$ cat src/rtl/tick_counter_if.sv
`timescale 1ns/1ps
// ----------------------------------------------------------------------------
// tick_counter_if
// Bundles the tick input, the counter controls and the counter status
// outputs of tick_counter. Signal prefixes are from the counter's view:
// i_* flows into the counter and o_* flows out of it.
//   i_tick_in   : asynchronous pulse from a clock-generator output
//   i_en        : counting enable
//   i_up_dn     : 1 = count up, 0 = count down
//   i_load      : synchronous parallel load strobe
//   i_load_val  : value placed in the count on load
//   o_count     : registered count
//   o_tick_seen : one-cycle pulse per detected rising edge of i_tick_in
//   o_tc        : one-cycle terminal-count pulse
//   o_ovf       : sticky terminal-event flag
// Modports: slave = the counter, master = whoever drives it.
// ----------------------------------------------------------------------------
interface tick_counter_if #(
    parameter int WIDTH = 2
) ();
    logic             i_tick_in;
    logic             i_en;
    logic             i_up_dn;
    logic             i_load;
    logic [WIDTH-1:0] i_load_val;
    logic [WIDTH-1:0] o_count;
    logic             o_tick_seen;
    logic             o_tc;
    logic             o_ovf;

    modport slave (
        input  i_tick_in, i_en, i_up_dn, i_load, i_load_val,
        output o_count, o_tick_seen, o_tc, o_ovf
    );

    modport master (
        output i_tick_in, i_en, i_up_dn, i_load, i_load_val,
        input  o_count, o_tick_seen, o_tc, o_ovf
    );
endinterface

$ cat src/rtl/tick_counter.sv
`timescale 1ns/1ps
// ----------------------------------------------------------------------------
// tick_counter
// Synchronises a free-running generator pulse train into the clk domain,
// detects its rising edges and counts them with a WIDTH-bit up/down counter
// that either wraps or saturates at its limits.
// Ports:
//   clk : system clock (faster than twice any tick high/low phase)
//   rst : synchronous, active-high reset, overrides everything
//   bus : tick_counter_if.slave, carries tick input, controls and status
// Parameters:
//   WIDTH       : counter width, 1..16
//   SYNC_STAGES : synchroniser depth on the tick input, 2..4
//   WRAP        : 1 = modulo counting, 0 = saturate at 0 / max
// Priority on each clk edge: rst > load > (edge and en) > hold.
// ----------------------------------------------------------------------------
module tick_counter #(
    parameter int WIDTH       = 2,
    parameter int SYNC_STAGES = 2,
    parameter int WRAP        = 1
) (
    input  logic               clk,
    input  logic               rst,
    tick_counter_if.slave      bus
);

    localparam logic [WIDTH-1:0] C_MAX  = {WIDTH{1'b1}};
    localparam logic [WIDTH-1:0] C_ZERO = {WIDTH{1'b0}};
    localparam logic [WIDTH-1:0] C_ONE  = WIDTH'(1'b1);

    logic [SYNC_STAGES-1:0] r_sync;
    logic                   r_prev;
    logic                   w_edge;

    logic [WIDTH-1:0]       r_count;
    logic                   r_tick_seen;
    logic                   r_tc;
    logic                   r_ovf;

    logic [WIDTH-1:0]       w_count;
    logic                   w_tc;
    logic                   w_ovf;

    // Synchroniser chain and edge-history flop. Reset to all ones so that a
    // tick input already high when reset releases is not seen as an edge;
    // this also discards any tick in flight at reset time.
    always_ff @(posedge clk) begin
        if (rst) begin
            r_sync <= {SYNC_STAGES{1'b1}};
            r_prev <= 1'b1;
        end else begin
            r_sync <= {r_sync[SYNC_STAGES-2:0], bus.i_tick_in};
            r_prev <= r_sync[SYNC_STAGES-1];
        end
    end

    // Rising edge of the synchronised tick; consumed on the next clk edge.
    assign w_edge = r_sync[SYNC_STAGES-1] & ~r_prev;

    // Next-state logic for count, terminal pulse and sticky overflow.
    always_comb begin
        w_count = r_count;
        w_tc    = 1'b0;
        w_ovf   = r_ovf;
        if (bus.i_load) begin
            // Load wins over a coincident edge; the edge is still reported
            // through tick_seen but is not counted.
            w_count = bus.i_load_val;
            w_ovf   = 1'b0;
        end else if (w_edge && bus.i_en) begin
            if (bus.i_up_dn) begin
                if (r_count == C_MAX) begin
                    w_tc  = 1'b1;
                    w_ovf = 1'b1;
                    if (WRAP != 0) begin
                        w_count = C_ZERO;
                    end else begin
                        w_count = C_MAX;
                    end
                end else begin
                    w_count = r_count + C_ONE;
                end
            end else begin
                if (r_count == C_ZERO) begin
                    w_tc  = 1'b1;
                    w_ovf = 1'b1;
                    if (WRAP != 0) begin
                        w_count = C_MAX;
                    end else begin
                        w_count = C_ZERO;
                    end
                end else begin
                    w_count = r_count - C_ONE;
                end
            end
        end else begin
            // Hold; an edge with en low is discarded, not queued.
            w_count = r_count;
        end
    end

    // Output registers; tick_seen reports every detected edge regardless
    // of load or enable.
    always_ff @(posedge clk) begin
        if (rst) begin
            r_count     <= C_ZERO;
            r_tick_seen <= 1'b0;
            r_tc        <= 1'b0;
            r_ovf       <= 1'b0;
        end else begin
            r_count     <= w_count;
            r_tick_seen <= w_edge;
            r_tc        <= w_tc;
            r_ovf       <= w_ovf;
        end
    end

    assign bus.o_count     = r_count;
    assign bus.o_tick_seen = r_tick_seen;
    assign bus.o_tc        = r_tc;
    assign bus.o_ovf       = r_ovf;

endmodule

$ cat src/flat_wrapper.sv
// flat-port wrapper written by rule: the top's interface ports become plain ports
module tick_counter_flat 
#(
    parameter int WIDTH       = 2,
    parameter int SYNC_STAGES = 2,
    parameter int WRAP        = 1
)
  (clk, rst, bus_i_tick_in, bus_i_en, bus_i_up_dn, bus_i_load, bus_i_load_val, bus_o_count, bus_o_tick_seen, bus_o_tc, bus_o_ovf);
  tick_counter_if #(.WIDTH(WIDTH)) bus_i ();
  input  logic clk;
  input  logic rst;
  input wire logic [$bits(bus_i.i_tick_in)-1:0] bus_i_tick_in;
  input wire logic [$bits(bus_i.i_en)-1:0] bus_i_en;
  input wire logic [$bits(bus_i.i_up_dn)-1:0] bus_i_up_dn;
  input wire logic [$bits(bus_i.i_load)-1:0] bus_i_load;
  input wire logic [$bits(bus_i.i_load_val)-1:0] bus_i_load_val;
  output wire logic [$bits(bus_i.o_count)-1:0] bus_o_count;
  output wire logic [$bits(bus_i.o_tick_seen)-1:0] bus_o_tick_seen;
  output wire logic [$bits(bus_i.o_tc)-1:0] bus_o_tc;
  output wire logic [$bits(bus_i.o_ovf)-1:0] bus_o_ovf;
  assign bus_i.i_tick_in = bus_i_tick_in;
  assign bus_i.i_en = bus_i_en;
  assign bus_i.i_up_dn = bus_i_up_dn;
  assign bus_i.i_load = bus_i_load;
  assign bus_i.i_load_val = bus_i_load_val;
  assign bus_o_count = bus_i.o_count;
  assign bus_o_tick_seen = bus_i.o_tick_seen;
  assign bus_o_tc = bus_i.o_tc;
  assign bus_o_ovf = bus_i.o_ovf;
  tick_counter #(.WIDTH(WIDTH), .SYNC_STAGES(SYNC_STAGES), .WRAP(WRAP)) u_core (.clk(clk), .rst(rst), .bus(bus_i));
endmodule
$ cat config.mk
export PLATFORM = sky130hd
export DESIGN_NAME = tick_counter_flat
export DESIGN_NICKNAME = d
export VERILOG_FILES = /design/src/rtl/tick_counter_if.sv /design/src/rtl/tick_counter.sv /design/src/flat_wrapper.sv
export SDC_FILE = /design/constraint.sdc
export NUM_CORES = 1
export LEC_CHECK = 0
export ABC_CLOCK_PERIOD_IN_PS = 2600
export BUFFER_PORTS_ARGS = -buffer_cell sky130_fd_sc_hd__buf_4
export CAP_MARGIN = 5
export CORE_AREA = 2 2 39 41
export DETAILED_ROUTE_END_ITERATION = 10
export DIE_AREA = 0 0 41 43
export PLACE_DENSITY_LB_ADDON = 0.08
export SLEW_MARGIN = 0
export SYNTH_ARGS = -nofsm -noshare
export SYNTH_HDL_FRONTEND = slang
export SYNTH_SLANG_ARGS = --single-unit
$ cat constraint.sdc
create_clock -name clk -period 2.6 [get_ports clk]
set_input_delay 0.52 -clock clk [delete_from_list [all_inputs] [get_ports clk]]
set_output_delay 0.52 -clock clk [all_outputs]
set_load 0.01 [all_outputs]
Word-level counts from Yosys, hierarchy flattened
Index checks and enable logic that the tools add are counted.

Add/subtract/negate cells: 2. Eq/ne operators: 2. Muxes and demuxes: 11. Bitwise gates (word level): 3. Reduce and logical (&&, ||, !) cells: 7.

Operator list (number): $mux 2 (5); $mux 1 (6); $reduce_bool 2->1 (2); $reduce_and 3->1 (1); $reduce_or 3->1 (1); $add 2x1->2 const B (1); $eq 2x2->1 const B (1); $logic_not 2->1 (1); $ne 2x1->1 const B (1); $not 1->1 (2); $reduce_or 2->1 (1); $sub 2x1->2 const B (1); $and 1x1->1 (1); $logic_and 1x1->1 (1).

Flip-flop bits (word level): 8. Input port bits: 8. Output and inout port bits: 5. Logic and storage cells: 31.

Longest topological paths before layout
Gate-level depths: netlist (run 1).

Depth in word-level cells: 5. Mapped depth: 5. Mapped depth without buffers: 5.

Least setup slack after synthesis (run 1)
No wires, ideal clock.

Path type: register -> register. From: register u_core.r_count[0] (netlist: u_core.bus.o_count[0]). To: register u_core.r_count[1] (netlist: u_core.bus.o_count[1]). Library setup time: 86 ps. Arrival: 1172 ps. Required time: 2514 ps. Path slack: 1342 ps. Stages on the path, launching flop included: 6. Path buffers: 0. Clock period less this slack: 1258 ps. Path through: dfxtp_1 -> inv_1 -> ha_1 -> xnor2_1 -> mux2i_1 -> a211oi_1.

Longest elaborated chain between the ends: 5. Elaborated cells on any way between the ends: 9. Classes of those cells: 2 x add/sub; 1 x eq/ne; 5 x mux; 1 x reduce/logical.

RTL lines: start, declared (line tick_counter.sv:35) `logic [WIDTH-1:0] r_count;`; start signal, assigned (line tick_counter.sv:111) `r_count <= w_count;`; $sub 2x1->2 (tied with other cells) (line tick_counter.sv:93) `w_count = r_count - C_ONE;`; $mux 2 (on tied branches) (line tick_counter.sv:84, tick_counter.sv:72); $mux 2 (*) (line tick_counter.sv:71) `if (bus.i_up_dn) begin`; $mux 2 (*) (line tick_counter.sv:70) `end else if (w_edge && bus.i_en) begin`; $mux 2 (*) (line tick_counter.sv:65) `if (bus.i_load) begin`.

Every way passes the cells marked *; elsewhere a longest branch is shown, timed or not. The select of a mux whose other input is x is not followed. A chain may end at the register's enable or synchronous reset.

Worst setup path in the final report (run 1)
Ends and elaborated chain as after synthesis.

==> results.tsv, run 1 <==
metric	value	unit
outcome	finished, final reports clean	
Reg clk slew, reported paths	0.05	ns
GRT Total Usage	0.0908	
Final Hold Viols	0	
Die ar.	1760	um^2
post-route minimum period	1.31	ns
pre-CTS setup slack	1.31	ns
n_diodes	0	
final worst slack	1.29	ns
CP endpoint kind	flop	
peak fanout along the critical path	3	
flops & latches, synth	8	
Num CTS Buffers	3	
largest cells by area after synthesis	dfxtp_1 49%, ha_1 7.7%, mux2i_1 6.2%	
Die Y	43	um
largest area contributor in the netlist	dfxtp_1	
DR vias/cell	4.18	
port bufs	12	
worst slew pin tran	0.189	ns
routed via count	255	
core area	1380	um^2
gpl congestion	0.605	
CP arrival	1.47	ns
FMAX	764	MHz
Yosys warnings	0	
Worst R2R Setup Slack	1.29	ns
area grow syn2layout	40.9	%
vias in the first global route	253	
peak supply drop	0.000193	V
worst min-delay path class	reg2reg	
final setup vio count	0	
Post-Syn Nets	40	
Seq/Total Area, Yosys	0.494	
Final Cycle Share	0.504	
DR iter-0 viols	1	
largest net degree at the start of global routing	9	
hold slack	0.422	ns
area of the mapped netlist	324	um^2
Power Density	557	nW/um^2
global-route wire length before repair	972	um
setup bufs post-CTS	0	
Routed Antenna Nets	0	
# rows	14	
CP Class	reg2reg	
Nets	57	
Congestion Overflow GR	0	
Syn Inst Count	30	
max cap viols	0	
layout cell share with drive strength beyond 1	0.422	
Final Skew	0.00276	ns
Distinct cells, synth	12	
Root Driver	clkbuf_4	
I/O Pins	13	
worst skew pair latency	0.25	ns
Setup TNS Final	0	ns
final slew viol count	0	
post_cts resized	0	
htree depth	1	
Worst Path Required	2.76	ns
routed wire length	585	um
Detailed Routing Iterations Pass 1	2	
initial antenna violation count	0	
CTS tree	done	
Mean Syn Cell Area	10.8	um^2
post-synth top area share	0.494	
DR DRC count	0	
RSZ-0062 raised after global routing	false	
initial core utilization	0.234	
Filler Cells Inserted	149	
# hold bufs at CTS	0	
Pleak	0.218	nW
CP Launch Type	flop	
width of the die	41	um
Clock Path Buffers	2	
TritonCTS Sinks	8	
drt wl/cell	9.59	um
slew margin rel.	0.870	
## cells by family (layout without fill, tap and decap cells)
family,count (synthesis),count (layout),synth area share
xor+xnor,2,2,0.0541
buf+inv,3,18,0.0347
flops,8,8,0.494
fa+ha+maj,2,2,0.0772
simple gates,10,10,0.209
compound gates,3,3,0.0695
mux,2,2,0.0618
## per-stage QoR
stage,power [mW],instances,area (um^2),util
CTS,0.263,61,457,0.330
global placement,0.166,58,434,0.314
floorplan,0.149,30,324,-
finish,0.254,61,457,0.330
detailed placement,0.166,58,434,0.314
global route,0.277,61,457,0.330
## path summary, 6_finish.rpt
kind                    startpoint               endpoint  depth (start not counted)
min               u_core.r_sync[0]       u_core.r_sync[1]                          1
max          u_core.bus.o_count[0]  u_core.bus.o_count[1]                          5
min reg2reg       u_core.r_sync[0]       u_core.r_sync[1]                          1
max reg2reg  u_core.bus.o_count[0]  u_core.bus.o_count[1]                          5
## cells in the final DEF, fill, tap and decap left out
cell,instances
buf_4,12
dfxtp_1,8
mux2i_1,2
inv_1,3
or2_2,3
o21a_1,1
clkbuf_4,3
nor3b_1,1
xnor2_1,2
nor2_1,4
nand3b_4,1
nor4_1,1
a211oi_1,2
ha_1,2
## worst max-delay path, stage by stage (launching register included)
cell and delay (ns):
dfxtp_1 0.36, inv_1 0.08, ha_1 0.30, xnor2_1 0.17, mux2i_1 0.09, a211oi_1 0.22
## Yosys cell counts (all sizes together)
library cell / instances
dfxtp: 8
nor2: 4
inv: 3
or2: 3
a211oi: 2
ha: 2
mux2i: 2
xnor2: 2
nand3b: 1
nor3b: 1
nor4: 1
o21a: 1
## metal layers
layer  global-route usage  part of all wire  vias to the layer above
li1                     -                 -                      130
met2                0.138              0.54                        7
met4               0.0800                 0                        0
met5                    0                 0                        -
met3               0.0471             0.077                        0
met1               0.0817              0.38                      118
## sequential cells by signal, indices dropped and copies added (netlist names)
| name | cells |
|---|---|
| u_core.r_prev | 1 |
| u_core.bus.o_count | 2 |
| u_core.bus.o_ovf | 1 |
| u_core.bus.o_tc | 1 |
| u_core.r_sync | 2 |
| u_core.bus.o_tick_seen | 1 |
## area by class of cell
type / instances / area (um^2) / share of cell area
Clock buffer: 3 / 22.5 / 0.0493
Tap cell: 16 / 20.0 / 0.0438
Sequential cell: 8 / 160 / 0.351
Inverter: 3 / 11.3 / 0.0247
Timing Repair Buffer: 12 / 90.1 / 0.197
Multi-Input combinational cell: 19 / 153 / 0.334
## report_power, final
part           total [mW]  internal [mW]  leakage (nW)  switching, mW
Clock              0.0909         0.0526        0.0138         0.0383
Sequential          0.131          0.127        0.0656        0.00320
Combinational      0.0329         0.0191         0.139         0.0138
(Power assumes the default switching activity.)
==> inputs of run 2 (changes only) <==
--- a/config.mk
+++ b/config.mk
@@ -5,7 +5,7 @@
 export SDC_FILE = /design/constraint.sdc
 export NUM_CORES = 1
 export LEC_CHECK = 0
-export ABC_CLOCK_PERIOD_IN_PS = 2600
+export ABC_CLOCK_PERIOD_IN_PS = 1300
 export BUFFER_PORTS_ARGS = -buffer_cell sky130_fd_sc_hd__buf_4
 export CAP_MARGIN = 5
 export CORE_AREA = 2 2 39 41
==> constraint.sdc (replaced) <==
create_clock -name clk -period 1.3 [get_ports clk]
set_input_delay 0.26 -clock clk [delete_from_list [all_inputs] [get_ports clk]]
set_output_delay 0.26 -clock clk [all_outputs]
set_load 0.01 [all_outputs]
==> results.tsv, run 2 (same netlist as run 1, synthesis figures left out) <==
metric	value	unit	change
core area	1380	um^2	unchanged
pre-CTS setup slack	-0.00103	ns	-1.31 ns
Final Total Pwr	0.519	mW	+100%
Die ar.	1760	um^2	unchanged
CP arrival	1.36	ns	-0.11 ns
initial antenna violation count	0		unchanged
Placed Cells	58		unchanged
Worst Path Required	1.46	ns	-1.30 ns
Worst path slowest cell	dfxtp_2		
DR DRC count	0		unchanged
TritonCTS Sinks	8		unchanged
CP endpoint kind	flop		
vias in the first global route	282		+11%
layout cell share with drive strength beyond 1	0.489		+0.0671
final std cells w/o fill	63		+3.3%
routed via count	271		+6.3%
worst slew pin tran	0.203	ns	+0.0143 ns
DR vias/cell	4.30		+2.9%
Root Driver	clkbuf_4		
slowest cell delay on critical path	0.33	ns	-0.03 ns
peak fanout along the critical path	3		unchanged
Flop pwr share	0.502		-0.011
post-route cell area	474	um^2	+3.8%
n_diodes	0		unchanged
Sw Share	0.222		+0.00399
fin util	0.343		+0.0127
Die Y	43	um	unchanged
CTS tree	done		
Pleak	0.229	nW	+5.0%
Filler Cells Inserted	154		+3.4%
hold slack	0.192	ns	-0.230 ns
register area	163	um^2	+1.6%
hold wc startpoint	bus_i_load		
port bufs	12		unchanged
worst skew pair latency	0.25	ns	about the same
final setup vio count	0		unchanged
final slew viol count	0		unchanged
CP Cell Sequence	inv_1 > ha_1 > xnor2_1 > mux2i_1 > a211oi_1		
GRT Total Usage	0.0959		+0.00505
post-route minimum period	1.20	ns	-0.109 ns
Clock Path Buffers	2		unchanged
Final Cycle Share	0.923		+0.420
FMAX	833	MHz	+9.1%
width of the die	41	um	unchanged
worst min-delay path class	in2reg		
largest net degree at the start of global routing	9		unchanged
final worst slack	0.0997	ns	-1.19 ns
WP buf/inv	1		unchanged
worst r2r src	u_core.bus.o_count[0]		
routed wire length	614	um	+5.0%
Reg clk slew, reported paths	0.05	ns	about the same
Congestion Overflow GR	0		unchanged
net load switching power	0.115	mW	+110%
slew margin rel.	0.861		-0.00981
max cap viols	0		unchanged
outcome	finished, final reports clean		
area grow syn2layout	46.3	%	
Crit. Startpoint	u_core.bus.o_count[0]		
CP Class	reg2reg		
Setup TNS Final	0	ns	unchanged
Nets	59		+3.5%
cell family with most CP delay	flip-flops		
Final Hold Viols	0		unchanged
Detailed Routing Iterations Pass 1	2		unchanged
htree depth	1		unchanged
Final Skew	0.00137	ns	-0.00139 ns
Placed Instance Area	434	um^2	unchanged
clock power share	0.356		about the same
Power Density	1100	nW/um^2	+97%
DR iter-0 viols	9		+8
# rows	14		unchanged
I/O Pins	13		unchanged
most common cell after layout, fill and taps aside	buf_4		
global-route wire length before repair	1060	um	+8.5%
gpl congestion	0.627		+3.5%
initial core utilization	0.234		unchanged
footprint of the multi-input gates	153	um^2	unchanged
power share of the combinational group	0.142		+0.013
post-DP HPWL	484	um	
Routed Antenna Nets	0		unchanged
CP Launch Type	flop		
peak supply drop	0.000374	V	+93%
most frequent cells in the layout	14 x buf_4, 6 x dfxtp_1, 4 x nor2_1		
Num CTS Buffers	3		unchanged
drt wl/cell	9.75	um	+1.6%
Int Pwr	0.404	mW	+100%
run 2: cell types whose count changed in the layout (fill, tap and decap cells not counted), sizes merged:
cell,change
buf,+2
run 2: final timing paths:
path | endpoint | slack, ns | cells after the start
worst max-delay path | u_core.bus.o_count[1] | 0.1 | 5
worst min-delay path | u_core.bus.o_tc | 0.19 | 2
worst max register to register | u_core.bus.o_count[1] | 0.1 | 5
worst min register to register | u_core.r_sync[1] | 0.40 | 1
run 2: cell type report:
class | count | share of cell area
Inverter | 3 | 0.0237
Timing Repair Buffer | 14 | 0.222
Clock buffer | 3 | 0.0475
Multi-Input combinational cell | 19 | 0.322
Tap cell | 16 | 0.0422
Sequential cell | 8 | 0.343
run 2: what timing repair did:
action                                 4_1_cts  5_1_grt
endpoints found under the hold margin        0        0
setup endpoints to repair                    1        1
pin swaps                                    0        3
setup buffers                                0        2
gates resized for setup                      2        0
hold buffers                                 0        0
run 2: layer usage:
metal	global-route usage	vias to the layer above	part of all wire
met4	0.0800	0	0
met3	0.0471	0	0.060
met2	0.147	7	0.56
li1	-	135	-
met1	0.0882	129	0.38
met5	0	-	0
run 2: power groups by stage:
stage / clock [mW] / combinational (mW) / sequential, mW
after floorplan: 0 / 0.0303 / 0.267
final: 0.185 / 0.0736 / 0.261
after global placement: 0 / 0.0655 / 0.266
after global routing: 0.218 / 0.0831 / 0.262
after CTS: 0.200 / 0.0682 / 0.262
after detailed placement: 0 / 0.0674 / 0.266
==> inputs of run 3 (changes only) <==
--- a/config.mk
+++ b/config.mk
@@ -6,11 +6,11 @@
 export NUM_CORES = 1
 export LEC_CHECK = 0
 export ABC_CLOCK_PERIOD_IN_PS = 1300
-export BUFFER_PORTS_ARGS = -buffer_cell sky130_fd_sc_hd__buf_4
 export CAP_MARGIN = 5
 export CORE_AREA = 2 2 39 41
 export DETAILED_ROUTE_END_ITERATION = 10
 export DIE_AREA = 0 0 41 43
+export DONT_BUFFER_PORTS = 1
 export PLACE_DENSITY_LB_ADDON = 0.08
 export SLEW_MARGIN = 0
 export SYNTH_ARGS = -nofsm -noshare
==> results.tsv, run 3 (same netlist as run 1, synthesis figures left out) <==
metric	value	unit	change
Post-Route M1 WL	194	um	-17%
I/O Pins	13		unchanged
area grow syn2layout	18.1	%	
routed wire length	551	um	-10%
worst skew pair latency	0.25	ns	about the same
gpl congestion	0.622		-0.75%
CTS tree	done		
layout cell share with drive strength beyond 1	0.286		-0.204
initial antenna violation count	0		unchanged
TritonCTS Sinks	8		unchanged
core area	1380	um^2	unchanged
post-DP HPWL	442	um	-8.6%
initial core utilization	0.234		unchanged
Detailed Routing Iterations Pass 1	1		-1
Worst R2R Setup Slack	0.1	ns	about the same
RSZ-0062 raised after global routing	false		
DR vias/cell	4.33		+0.74%
WP buf/inv	1		unchanged
Filler Cells Inserted	157		+1.9%
setup bufs post-CTS	0		unchanged
max cap viols	0		unchanged
Setup TNS Final	0	ns	unchanged
FMAX	833	MHz	about the same
Final Hold Viols	0		unchanged
CP arrival	1.36	ns	about the same
Reg clk slew, reported paths	0.05	ns	about the same
n_diodes	0		unchanged
final slew viol count	0		unchanged
Crit. Startpoint	u_core.bus.o_count[0]		
vias in the first global route	234		-17%
drt wl/cell	10.8	um	+11%
worst r2r src	u_core.bus.o_count[0]		
Num CTS Buffers	3		unchanged
Final Total Pwr	0.489	mW	-5.8%
outcome	finished, final reports clean		
CP Cell Sequence	inv_1 > ha_1 > xnor2_1 > mux2i_1 > a211oi_1		
Clock Path Buffers	2		unchanged
Congestion Overflow GR	0		unchanged
CP Launch Type	flop		
met3 wire len	56	um	+51%
Power Density	1280	nW/um^2	+17%
peak supply drop	0.000432	V	+15%
slowest cell delay on critical path	0.32	ns	about the same
Final Skew	0.00209	ns	+0.000718 ns
hold wc startpoint	rst		
routed via count	221		-18%
slew margin rel.	0.868		+0.00706
port bufs	0		-12
htree depth	1		unchanged
post-route minimum period	1.20	ns	-0.000203 ns
DR DRC count	0		unchanged
# rows	14		unchanged
Root Driver	clkbuf_4		
final setup vio count	0		unchanged
most common cell after layout, fill and taps aside	dfxtp_1		
# hold bufs at CTS	0		unchanged
Die ar.	1760	um^2	unchanged
global-route wire length before repair	938	um	-11%
peak fanout along the critical path	2		-1
CP endpoint kind	flop		
Worst path slowest cell	dfxtp_1		
largest net degree at the start of global routing	9		unchanged
Nets	47		-20%
DR iter-0 viols	0		-9
Routed Antenna Nets	0		unchanged
GRT Total Usage	0.0865		-0.00934
Pleak	0.168	nW	-26%
worst min-delay path class	in2reg		
worst slew pin tran	0.193	ns	-0.0103 ns
most frequent cells in the layout	7 x dfxtp_1, 4 x nor2_1, 3 x inv_1, 3 x or2_2, 3 x clkbuf_4		
Worst Path Required	1.46	ns	about the same
met2 wire length	300	um	-13%
Highest Signal Layer	met3		
cell family with most CP delay	flip-flops		
Final Cycle Share	0.923		about the same
Die Y	43	um	unchanged
CP Class	reg2reg		
width of the die	41	um	unchanged
==> run 3: layout make-up <==
cell class	count	area, um^2	area share
clock buffer	3	22.5	0.0588
inverter	3	11.3	0.0294
multi-input combinational	19	153	0.399
sequential	8	161	0.422
tap	16	20.0	0.0523
timing repair buffer	2	15.0	0.0392
==> run 3: worst reg2reg max path: cells and delay by family (launching register included) <==
family	cells	cell delay, ns
adder cells (fa/ha/maj)	1	0.30
AO/OA/AOI/OAI	1	0.21
buffers and inverters	1	0.06
multiplexers	1	0.09
XOR/XNOR	1	0.13
flip-flops	1	0.32
==> run 3: report_power, final <==
part | internal [mW] | total [mW] | switching (mW) | leakage (nW)
sequential | 0.255 | 0.261 | 0.00566 | 0.0659
combinational | 0.0244 | 0.0433 | 0.0190 | 0.0885
clock | 0.105 | 0.185 | 0.0799 | 0.0138
==> run 3: layer usage <==
metal,global-route usage,up-vias
li1,-,109
met1,0.0744,105
met2,0.122,7
met3,0.0628,0
met4,0.0800,0
met5,0,-
==> run 3: repair_timing <==
action                     CTS  global route
setup endpoints to repair    0             1
gates resized for setup      0             1
hold endpoints to repair     0             0
==> run 3: through the flow <==
stage | hold slack [ns] | utilization | area [um^2] | std cells | setup slack, ns
2_1_floorplan | 0.333 | - | 324 | 30 | 0.0420
3_3_place_gp | 0.335 | 0.259 | 359 | 48 | 0.0994
3_5_place_dp | 0.336 | 0.259 | 359 | 48 | 0.0809
4_1_cts | 0.0653 | 0.276 | 382 | 51 | 0.0585
5_1_grt | 0.0416 | 0.277 | 383 | 51 | 0.00712
6_report | 0.0694 | 0.277 | 383 | 51 | 0.0999
==> run 3: final timing paths <==
path,to,cells after the start
min,u_core.bus.o_count[1],1
max reg2reg,u_core.bus.o_count[1],5
min reg2reg,u_core.r_sync[1],1
max,u_core.bus.o_count[1],5
